$ cat src/rtl/usr_pkg.sv
// Shared types for the burst shifter: command modes and sequencer states.
// Optional abort input is enabled with `define USR_ABORT_EN.
package usr_pkg;

    typedef enum logic [2:0] {
        M_HOLD = 3'b000,
        M_SHR  = 3'b001,
        M_SHL  = 3'b010,
        M_LOAD = 3'b011,
        M_ROR  = 3'b100,
        M_ROL  = 3'b101,
        M_ASR  = 3'b110,
        M_RSVD = 3'b111
    } mode_t;

    typedef enum logic [1:0] {
        S_IDLE = 2'd0,
        S_RUN  = 2'd1,
        S_DONE = 2'd2
    } state_t;

    // Commands that complete without entering RUN.
    function automatic logic is_trivial(input mode_t m);
        return (m == M_HOLD) || (m == M_RSVD);
    endfunction

endpackage

$ cat src/rtl/usr_step_unit.sv
// One-step next-value function of the shift register.
// Pure combinational; LOAD/HOLD/reserved leave the value unchanged.
module usr_step_unit
    import usr_pkg::*;
#(
    parameter int N = 8
) (
    input  logic [N-1:0] q,
    input  mode_t        mode,
    input  logic         si_msb,
    input  logic         si_lsb,
    output logic [N-1:0] q_next
);

    always_comb begin
        q_next = q;
        case (mode)
            M_SHR:   q_next = {si_msb, q[N-1:1]};
            M_SHL:   q_next = {q[N-2:0], si_lsb};
            M_ROR:   q_next = {q[0], q[N-1:1]};
            M_ROL:   q_next = {q[N-2:0], q[N-1]};
            M_ASR:   q_next = {q[N-1], q[N-1:1]};
            default: q_next = q;
        endcase
    end

endmodule

$ cat src/rtl/usr_burst_shifter.sv
// Multi-mode shift register with a burst sequencer (IDLE/RUN/DONE).
// Define USR_ABORT_EN to add the `abort` input that ends a burst early.
module usr_burst_shifter
    import usr_pkg::*;
#(
    parameter int N     = 8,
    parameter int CNT_W = 4
) (
    input  logic             clk,
    input  logic             rst_n,
    input  logic             start,
    input  logic [2:0]       mode,
    input  logic [CNT_W-1:0] count,
    input  logic [N-1:0]     d,
    input  logic             si_msb,
    input  logic             si_lsb,
`ifdef USR_ABORT_EN
    input  logic             abort,
`endif
    output logic [N-1:0]     q,
    output logic             so_msb,
    output logic             so_lsb,
    output logic             busy,
    output logic             done
);

    state_t           state_q, state_d;
    mode_t            mode_q, mode_d;
    logic [CNT_W-1:0] rem_q, rem_d;
    logic [N-1:0]     q_q, q_d;
    logic [N-1:0]     step_q;
    mode_t            cmd_mode;

    assign cmd_mode = mode_t'(mode);

    usr_step_unit #(.N(N)) u_step (
        .q      (q_q),
        .mode   (mode_q),
        .si_msb (si_msb),
        .si_lsb (si_lsb),
        .q_next (step_q)
    );

    always_comb begin
        state_d = state_q;
        mode_d  = mode_q;
        rem_d   = rem_q;
        q_d     = q_q;
        case (state_q)
            S_RUN: begin
`ifdef USR_ABORT_EN
                // Abort wins over completion and suppresses this edge's step.
                if (abort) begin
                    state_d = S_DONE;
                end else
`endif
                begin
                    q_d   = step_q;
                    rem_d = rem_q - CNT_W'(1);
                    if (rem_q == CNT_W'(1)) begin
                        state_d = S_DONE;
                    end
                end
            end
            default: begin
                if (start) begin
                    if (cmd_mode == M_LOAD) begin
                        q_d     = d;
                        state_d = S_DONE;
                    end else if (count == '0 || is_trivial(cmd_mode)) begin
                        state_d = S_DONE;
                    end else begin
                        mode_d  = cmd_mode;
                        rem_d   = count;
                        state_d = S_RUN;
                    end
                end else begin
                    state_d = S_IDLE;
                end
            end
        endcase
    end

    always_ff @(posedge clk or negedge rst_n) begin
        if (!rst_n) begin
            state_q <= S_IDLE;
            mode_q  <= M_HOLD;
            rem_q   <= '0;
            q_q     <= '0;
        end else begin
            state_q <= state_d;
            mode_q  <= mode_d;
            rem_q   <= rem_d;
            q_q     <= q_d;
        end
    end

    assign q      = q_q;
    assign so_msb = q_q[N-1];
    assign so_lsb = q_q[0];
    assign busy   = (state_q == S_RUN);
    assign done   = (state_q == S_DONE);

endmodule
$ cat config.mk
export PLATFORM = sky130hd
export DESIGN_NAME = usr_burst_shifter
export DESIGN_NICKNAME = d
export VERILOG_FILES = /design/src/rtl/usr_pkg.sv /design/src/rtl/usr_step_unit.sv /design/src/rtl/usr_burst_shifter.sv
export SDC_FILE = /design/constraint.sdc
export NUM_CORES = 1
export LEC_CHECK = 0
export ABC_AREA = 1
export CAP_MARGIN = 10
export CORE_MARGIN = 3
export CORE_UTILIZATION = 56
export DETAILED_ROUTE_END_ITERATION = 8
export DONT_BUFFER_PORTS = 1
export MAX_ROUTING_LAYER = met4
export PLACE_DENSITY = 0.8
export SETUP_SLACK_MARGIN = 0.05
export SLEW_MARGIN = 20
export SYNTH_ARGS = -nofsm -noshare
export SYNTH_HDL_FRONTEND = slang
export SYNTH_SLANG_ARGS = --single-unit
export TNS_END_PERCENT = 20
$ cat constraint.sdc
create_clock -name clk -period 1.1 [get_ports clk]
set_input_delay 0.165 -clock clk [delete_from_list [all_inputs] [get_ports clk]]
set_output_delay 0.165 -clock clk [all_outputs]
set_load 0.005 [all_outputs]
==> impl_metrics.yaml, run 1 <==
synth:
  synth_edf_count: 0
  postSynth.asyncResetShare_pct: 100
  syn-instance-count: 168
  synth-seq-cells: 17
  synth_area_sq_um: 1210
  ys.flop_type: "dfrtp_1"
  synth_cell_types: 27
  synth_area_per_cell_sq_um: 7.23
  synth_seq_area_share_pct: 35.0
  synth-warning-count: 0
  syn-num-nets: 190
setup_path:
  rr_startpoint: "mode_q[2]"
  crit_path_top_delay_cell: "dfrtp_2"
  cp.arrival_ps: 1430
  startpoint: "mode_q[2]"
  path_cells: "nor2_4 > buf_4 > nand3_1 > nand2_1 > nor2_1 > nand3_1 > nand2_1 > nand2_1"
  path_common_cell: "nand2_1"
  cp-end-kind: "register"
  start_kind: "register"
  crit_fanout: 7
  critPathBufInv: 1
  cpLargestDelayFamily: "flip-flops"
  slowest_delay_ps: 500
  path_class: "reg -> reg"
  cp_data_required_time_ps: 1300
sta:
  finClkSkew_ps: 4.69
  finalCritPeriodShare_pct: 112
  final.setup.tns_ps: -1540
  setup_ws_ps: -135
  hold_violations: 0
  period_needed_ps: 1240
  rsz0062_at_grt: "true"
  hold-worst-slack_ps: 8.64
  max_freq_mhz: 810
  finalSetupViolCount: 15
  final-max-slew-violation-count: 0
  relSlewSlack_pct: 47.0
  worst_slew_pin_slew_ps: 792
cells_and_area:
  final_net_count: 208
  drive_gt1_share_pct: 29.7
  insertedDiodeCount: 0
  syn2layout_area_growth_pct: 22.3
  postLayoutCoreUtil_pct: 74.3
global_route:
  grt_pass1_wl_um: 4880
  antenna_found_initial: 0
  grt_usage_pct: 24.5
  grt_overflow: 0
  grt_max_degree: 18
  grt_pass1_vias: 1060
pwr:
  vdd_drop_max_mv: 1.69
  p_sw_mw: 2.32
  pwr-share-seq_pct: 29.7
  clockPowerShare_pct: 7.3
  p_sw_share_pct: 49.5
  p_leak_nw: 0.710
  powerDensity_nw_per_um2: 3150
  internal-power_mw: 2.37
  power.total_mw: 4.69
  power_frac_comb_pct: 63.1
run:
  maxCapViolations: 0
clocking:
  htreeDepth: 1
  cts_sinks: 17
  ctsLongestPathBuffers: 2
  numCtsBuffers: 3
  cts.clk_slew.worst_paths_ps: 100
  clock_latency_ps: 300
  cts_root_buf: "clkbuf_4"
  cts_tree: "built"
die:
  io_pins: 32
  start_util_pct: 60.7
  die-area_sq_um: 2760
  std_cell_rows: 16
  die_h_um: 52.6
  fp.coreArea_sq_um: 2000
  die_x_um: 52.6
status:
  violations: "negative setup slack"
  outcome: "complete, but fails checks"
routing:
  ant_nets: 0
  drc: 0
  drt_iter0_markers: 25
  via_per_inst: 5.49
  wl_um: 2960
  vias: 1164
  wl_per_cell_um: 14.0
  dr.pass1.iters: 6
placed_design:
  globalplace.congestion: 0.805
  dpl.hpwl_um: 2060
  port_buffers: 0
min_path:
  hp-class: "in -> reg"
  hold_path_startpoint: "mode[2]"
-- final cells by class --
type                    count  area (sq um)
well taps                  27          33.8
clock inverters             1          5.00
inverters                  16          65.1
clock buffers               3          22.5
flip-flops and latches     17           429
repair buffers             19           174
fillers                   138           515
multi-input cells         129           757
-- power by group through the flow --
stage / Sequential [mW] / Combinational, mW / Clock, mW
2_1_floorplan: 1.16 / 1.99 / 0
3_3_place_gp: 1.37 / 2.28 / 0
3_5_place_dp: 1.38 / 2.39 / 0
4_1_cts: 1.37 / 2.77 / 0.343
5_1_grt: 1.45 / 3.30 / 0.369
6_report: 1.39 / 2.95 / 0.340
-- repair_timing --
| item | CTS | global route |
|---|---|---|
| endpoints found under the hold margin | 18 | 1 |
| pin swaps | 8 | 5 |
| setup buffers | 2 | 0 |
| gates resized for setup | 17 | 11 |
| hold buffers | 2 | 1 |
| gates cloned | 1 | 1 |
| setup endpoints to repair | 18 | 19 |
-- cell families after synthesis --
family | Yosys count | synth area share [%]
xor+xnor | 1 | 0.721
fa+ha+maj | 2 | 2.06
compound gates | 15 | 7.42
simple gates | 109 | 43.7
flops | 17 | 35.0
buf+inv | 24 | 11.1
-- through the flow --
| stage | instances | cell area (sq um) | worst slack [ps] |
|---|---|---|---|
| after floorplan | 168 | 1210 | -75.9 |
| after global placement | 201 | 1290 | -186 |
| after detailed placement | 201 | 1290 | -213 |
| after CTS | 210 | 1430 | -100 |
| after global routing | 212 | 1490 | -233 |
| final | 212 | 1490 | -135 |
-- layer usage --
layer / part of all wire, % / global-route usage (%)
met5: 0 / -
met4: 1.0 / 7.23
met3: 6.6 / 3.70
met2: 50 / 40.7
met1: 43 / 30.8
-- path summary, 6_finish.rpt --
path,to,slack [ps],cells past startpoint
worst max register to register,q[7],-140,8
max in group asynchronous,mode_q[0],180,1
worst max-delay path,q[7],-140,8
min in group asynchronous,q[7],380,1
worst min-delay path,mode_q[2],9,2
worst min register to register,rem_q[1],570,2
-- state kept, by name, indices dropped and copies added, names as in the netlist --
signal	flops
q	8
rem_q	4
mode_q	3
state_q	2
-- cells in the final DEF, fill, tap and decap left out --
master / n
a21oi_1: 2
a21oi_2: 1
a31oi_2: 1
buf_12: 1
buf_4: 12
buf_6: 3
clkbuf_4: 3
clkinv_2: 1
dfrtp_1: 14
dfrtp_2: 3
dlygate4sd3_1: 3
ha_1: 1
ha_4: 1
inv_1: 11
inv_2: 3
inv_4: 2
nand2_1: 41
nand2_2: 4
nand2_4: 3
nand2_8: 1
nand3_1: 25
nand3_2: 3
nand3_4: 3
nand4_1: 3
nor2_1: 23
nor2_2: 3
nor2_4: 1
nor2_8: 1
o211ai_1: 1
o21ai_0: 1
o21ai_1: 4
o21ai_2: 4
o21ai_4: 1
xor2_1: 1
-- synthesized netlist by cell type (3+ instances only) --
cell type | instances | share of area, %
nand3_1 | 27 | 11
o21ai_0 | 4 | 1.6
nor2_1 | 24 | 7.4
nand2_1 | 43 | 13
o21ai_1 | 4 | 1.6
buf_4 | 3 | 1.9
nand4_1 | 3 | 1.5
nand2_2 | 4 | 2.1
inv_1 | 13 | 4.0
buf_6 | 4 | 3.7
dfrtp_1 | 17 | 35
Note: power is estimated with default switching activity, not from simulation.
==> run 2, diff against run 1 <==
--- a/config.mk
+++ b/config.mk
@@ -8,11 +8,12 @@
 export ABC_AREA = 1
 export CAP_MARGIN = 10
 export CORE_MARGIN = 3
-export CORE_UTILIZATION = 56
+export CORE_UTILIZATION = 59
+export CTS_BUF_LIST = sky130_fd_sc_hd__clkbuf_2
 export DETAILED_ROUTE_END_ITERATION = 8
 export DONT_BUFFER_PORTS = 1
 export MAX_ROUTING_LAYER = met4
-export PLACE_DENSITY = 0.8
+export PLACE_DENSITY = 0.84
 export SETUP_SLACK_MARGIN = 0.05
 export SLEW_MARGIN = 20
 export SYNTH_ARGS = -nofsm -noshare
==> impl_metrics.yaml, run 2 (synthesis results as in run 1) <==
status:
  outcome: "complete, but fails checks"
  violations: "negative setup slack"
sta:
  final-max-slew-violation-count: 0
  rsz0062_at_grt: "true"
  max_freq_mhz: 756
  relSlewSlack_pct: 46.6
  setup_ws_ps: -223
  finalCritPeriodShare_pct: 120
  period_needed_ps: 1320
  hold-worst-slack_ps: 39.3
  finClkSkew_ps: 12.7
  finalSetupViolCount: 17
  worst_slew_pin_slew_ps: 799
  hold_violations: 0
clocking:
  cts_root_buf: "clkbuf_2"
  cts_sinks: 17
  ctsLongestPathBuffers: 2
  cts.clk_slew.worst_paths_ps: 190
  htreeDepth: 1
  clock_latency_ps: 310
  cts_tree: "built"
  numCtsBuffers: 3
die:
  die_h_um: 51.4
  fp.coreArea_sq_um: 1840
  io_pins: 32
  die_x_um: 51.4
  die-area_sq_um: 2640
  start_util_pct: 66.1
  std_cell_rows: 15
pwr:
  power.total_mw: 5.34
  powerDensity_nw_per_um2: 3320
  vdd_drop_max_mv: 2.13
  p_leak_nw: 0.756
setup_path:
  ff2ff_setup_slack_ps: -220
  cp_data_required_time_ps: 1370
  r2r-end: "q[7]"
  r2r_cells: 8
  cp.arrival_ps: 1590
  cp-end-kind: "register"
  rr_startpoint: "mode_q[1]"
  start_kind: "register"
  path_class: "reg -> reg"
  crit_fanout: 5
placed_design:
  placed_area_sq_um: 1280
  dpl.hpwl_um: 2030
  globalplace.congestion: 0.888
  port_buffers: 0
  preCtsSetupSlack_ps: -180
cells_and_area:
  insertedDiodeCount: 0
  n_fill_cell: 92
  drive_gt1_share_pct: 32.5
  layout_common_cells: "nand2_1, nand3_1, nor2_1"
  final_net_count: 214
  syn2layout_area_growth_pct: 32.3
  largest_reg_flops: 8
  finalInstanceArea_sq_um: 1610
  layout_commonest_cell: "nand2_1"
global_route:
  grt_pass1_vias: 1212
  grt_usage_pct: 29.4
  antenna_found_initial: 0
  grt_overflow: 0
  grt_max_degree: 18
  grt_pass1_wl_um: 5640
routing:
  wl_per_cell_um: 19.5
  dr.pass1.iters: 5
  drt_iter0_markers: 120
  ant_nets: 0
  vias: 1393
  drc: 0
  via_per_inst: 6.45
  wl_um: 4210
min_path:
  hold_path_startpoint: "mode[0]"
  hp-class: "in -> reg"
  whs_endpoint: "mode_q[0]"
  hold_depth: 2
run:
  maxCapViolations: 0
## run 2: cell count changes in the layout (fill, tap and decap cells not counted), sizes merged
cell / previous run / this run
dlygate4sd3: 3 / 6
buf: 16 / 17
bufbuf: 0 / 1
nand3: 31 / 32
## run 2: stage by stage
stage,std cells,setup TNS [ps],util [%]
after floorplan,168,-422,-
after global placement,197,-1380,69.4
after detailed placement,197,-1720,69.4
after CTS,210,-1370,79.9
after global routing,216,-3620,87.4
final,216,-2710,87.4
## run 2: report_power, final
group	internal [mW]	leakage [nW]	switching, mW	total (mW)
logic	1.55	0.535	2.05	3.60
registers	0.948	0.204	0.497	1.44
clock network	0.0824	0.0164	0.216	0.299
## run 2: layout make-up
class,count,area [sq um],area share (%)
flip-flops and latches,17,429,26.7
well taps,25,31.3,1.95
multi-input cells,130,805,50.0
clock inverters,1,5.00,0.311
clock buffers,3,15.0,0.934
repair buffers,24,255,15.9
inverters,16,67.6,4.20
## run 2: worst max-delay path: stages (launching register included)
cell and delay [ps]:
dfrtp_2 530, buf_4 180, nor2_1 120, nand3_1 110, nand2_1 90, nor2_1 40
nand3_1 80, nand2_1 70, nand2_1 60
## run 2: per-layer routing
layer	track usage [%]	vias up	routed length, um
li1	-	595	-
met1	37.4	649	1510
met2	47.5	130	2020
met3	7.29	19	523
met4	6.55	0	150
met5	-	-	0
## run 2: what timing repair did
action,4_1_cts,5_1_grt
gates resized for setup,19,21
endpoints found under the setup margin,18,19
endpoints found under the hold margin,20,2
hold buffers,4,2
pin swaps,5,10
gates cloned,2,2
buffers inserted,3,2
## run 2: how the worst max path moves through the flow
stage          startpoint   end  cells after the start
3_3_place_gp    mode_q[0]  q[6]                      7
2_1_floorplan   mode_q[0]  q[0]                      8
4_1_cts        state_q[1]  busy                      4
6_report        mode_q[1]  q[7]                      8
3_5_place_dp    mode_q[0]  q[3]                      7
5_1_grt         mode_q[1]  q[7]                      8
==> run 3, diff against run 2 <==
--- a/config.mk
+++ b/config.mk
@@ -8,15 +8,14 @@
 export ABC_AREA = 1
 export CAP_MARGIN = 10
 export CORE_MARGIN = 3
-export CORE_UTILIZATION = 59
+export CORE_UTILIZATION = 70
 export CTS_BUF_LIST = sky130_fd_sc_hd__clkbuf_2
 export DETAILED_ROUTE_END_ITERATION = 8
 export DONT_BUFFER_PORTS = 1
 export MAX_ROUTING_LAYER = met4
-export PLACE_DENSITY = 0.84
+export PLACE_DENSITY = 0.92
 export SETUP_SLACK_MARGIN = 0.05
-export SLEW_MARGIN = 20
 export SYNTH_ARGS = -nofsm -noshare
 export SYNTH_HDL_FRONTEND = slang
 export SYNTH_SLANG_ARGS = --single-unit
-export TNS_END_PERCENT = 20
+export TNS_END_PERCENT = 5
==> constraint.sdc (replaced) <==
create_clock -name clk -period 1.6 [get_ports clk]
set_input_delay 0.24 -clock clk [delete_from_list [all_inputs] [get_ports clk]]
set_output_delay 0.24 -clock clk [all_outputs]
set_load 0.005 [all_outputs]
==> impl_metrics.yaml, run 3 (synthesis results as in run 1) <==
sta:
  final-max-slew-violation-count: 0
  rsz0062_at_grt: "false"
  worst_slew_pin_slew_ps: 775
  period_needed_ps: 1480
  finalSetupViolCount: 0
  relSlewSlack_pct: 48.2
  finalCritPeriodShare_pct: 92.8
  setup_ws_ps: 115
  final.setup.tns_ps: 0
  hold-worst-slack_ps: 51.7
  max_freq_mhz: 674
  hold_violations: 0
  finClkSkew_ps: 11.0
routing:
  vias: 1092
  wl_met1_um: 1020
  top_layer: "met4"
  wl_met3_um: 237
  dr.pass1.iters: 4
  via_per_inst: 6.00
  wl_met2_um: 1240
  drt_iter0_markers: 39
  ant_nets: 0
  wl_per_cell_um: 14.0
  wl_um: 2540
  drc: 0
die:
  std_cell_rows: 14
  fp.coreArea_sq_um: 1580
  io_pins: 32
  die_h_um: 47.7
  die-area_sq_um: 2270
  start_util_pct: 77.1
  die_x_um: 47.7
setup_path:
  slowest_delay_ps: 420
  r2r_cells: 7
  crit_path_end: "busy"
  start_kind: "register"
  cpLargestDelayFamily: "buffers and inverters"
  crit_fanout: 12
  crit_cells: 4
  ff2ff_setup_slack_ps: 210
  path_cells: "inv_2 > nand2_4 > inv_4 > buf_4"
  cp-end-kind: "primary output"
  critPathBufInv: 3
  cp_data_required_time_ps: 1360
  startpoint: "state_q[1]"
  r2r-end: "q[3]"
  crit_path_top_delay_cell: "dfrtp_1"
  cp.arrival_ps: 1240
  path_class: "reg -> out"
  rr_startpoint: "mode_q[2]"
placed_design:
  preCtsSetupSlack_ps: 232
  port_buffers: 0
  dp_cells: 177
  dpl.hpwl_um: 1960
  globalplace.congestion: 0.865
clocking:
  cts_root_buf: "clkbuf_2"
  cts_sinks: 17
  clock_latency_ps: 300
  numCtsBuffers: 3
  cts_tree: "built"
  cts_setup_buffers: 0
  ctsLongestPathBuffers: 2
  cts.clk_slew.worst_paths_ps: 180
  htreeDepth: 1
run:
  maxCapViolations: 0
cells_and_area:
  layout_commonest_cell: "nand2_1"
  insertedDiodeCount: 0
  final_cell_count_no_fill: 182
  postLayoutCoreUtil_pct: 76.3
  drive_gt1_share_pct: 13.9
  multi_input_area_sq_um: 654
  n_fill_cell: 120
  layout_common_cells: "nand2_1, nand3_1, nor2_1"
  final_net_count: 189
  syn2layout_area_growth_pct: -1.03
  largest_reg_flops: 8
  final-seq-area_sq_um: 425
pwr:
  vdd_drop_max_mv: 1.29
  p_leak_nw: 0.605
  p_sw_mw: 1.33
  powerDensity_nw_per_um2: 2080
  clockPowerShare_pct: 7.9
  p_sw_share_pct: 53.0
  internal-power_mw: 1.18
  power_frac_comb_pct: 53.9
  pwr-share-seq_pct: 38.2
global_route:
  grt_overflow: 0
  grt_max_degree: 18
  grt_pass1_wl_um: 3970
  antenna_found_initial: 0
  grt_usage_pct: 25.2
  grt_pass1_vias: 974
status:
  outcome: "complete, no violations"
min_path:
  hold_path_startpoint: "count[2]"
  hp-class: "in -> reg"
-- run 3: cell types whose count changed in the layout (fill, tap and decap cells not counted), moves of 4 or more --
cell / delta
nand2_4: -4
nor2_1: +4
dlygate4sd3_1: -5
buf_4: -10
buf_6: -4
-- run 3: how the worst min path moves through the flow --
stage	to	depth (start not counted)
2_1_floorplan	mode_q[0]	0
3_3_place_gp	mode_q[0]	0
3_5_place_dp	mode_q[0]	0
4_1_cts	state_q[1]	2
5_1_grt	state_q[1]	2
6_report	rem_q[2]	2
-- run 3: area by class of cell --
cell class | instances | area share [%]
Multi-Input combinational cell | 127 | 54.4
Sequential cell | 17 | 35.4
Inverter | 16 | 5.41
Tap cell | 16 | 1.66
Timing Repair Buffer | 2 | 1.46
Clock buffer | 3 | 1.25
Clock inverter | 1 | 0.416
-- run 3: power groups by stage --
| stage | Sequential (mW) | Combinational, mW | Clock (mW) |
|---|---|---|---|
| after floorplan | 0.799 | 1.36 | 0 |
| after global placement | 0.947 | 1.26 | 0 |
| after detailed placement | 0.964 | 1.32 | 0 |
| after CTS | 0.953 | 1.34 | 0.196 |
| after global routing | 0.986 | 1.55 | 0.219 |
| final | 0.957 | 1.35 | 0.198 |
-- run 3: repair_timing --
action                     CTS  global route
setup endpoints to repair    0             1
hold buffers                 1             0
resized for setup            0             2
hold endpoints to repair    17             0
-- run 3: metal layers --
metal | global-route usage (%) | vias to the layer above
met5 | - | -
met4 | 11.3 | 0
met3 | 5.64 | 7
met2 | 41.7 | 53
met1 | 28.9 | 500
li1 | - | 532
-- run 3: metrics by stage --
stage / cell area, sq um / total power, mW
global placement: 1170 / 2.21
detailed placement: 1170 / 2.29
floorplan: 1210 / 2.16
finish: 1200 / 2.51
global route: 1200 / 2.75
CTS: 1200 / 2.49
-- run 3: worst reg2reg max path: cells and delay by family, from the launching register on --
family        cells  cell delay (ps)
flops             1              540
simple gates      7              790
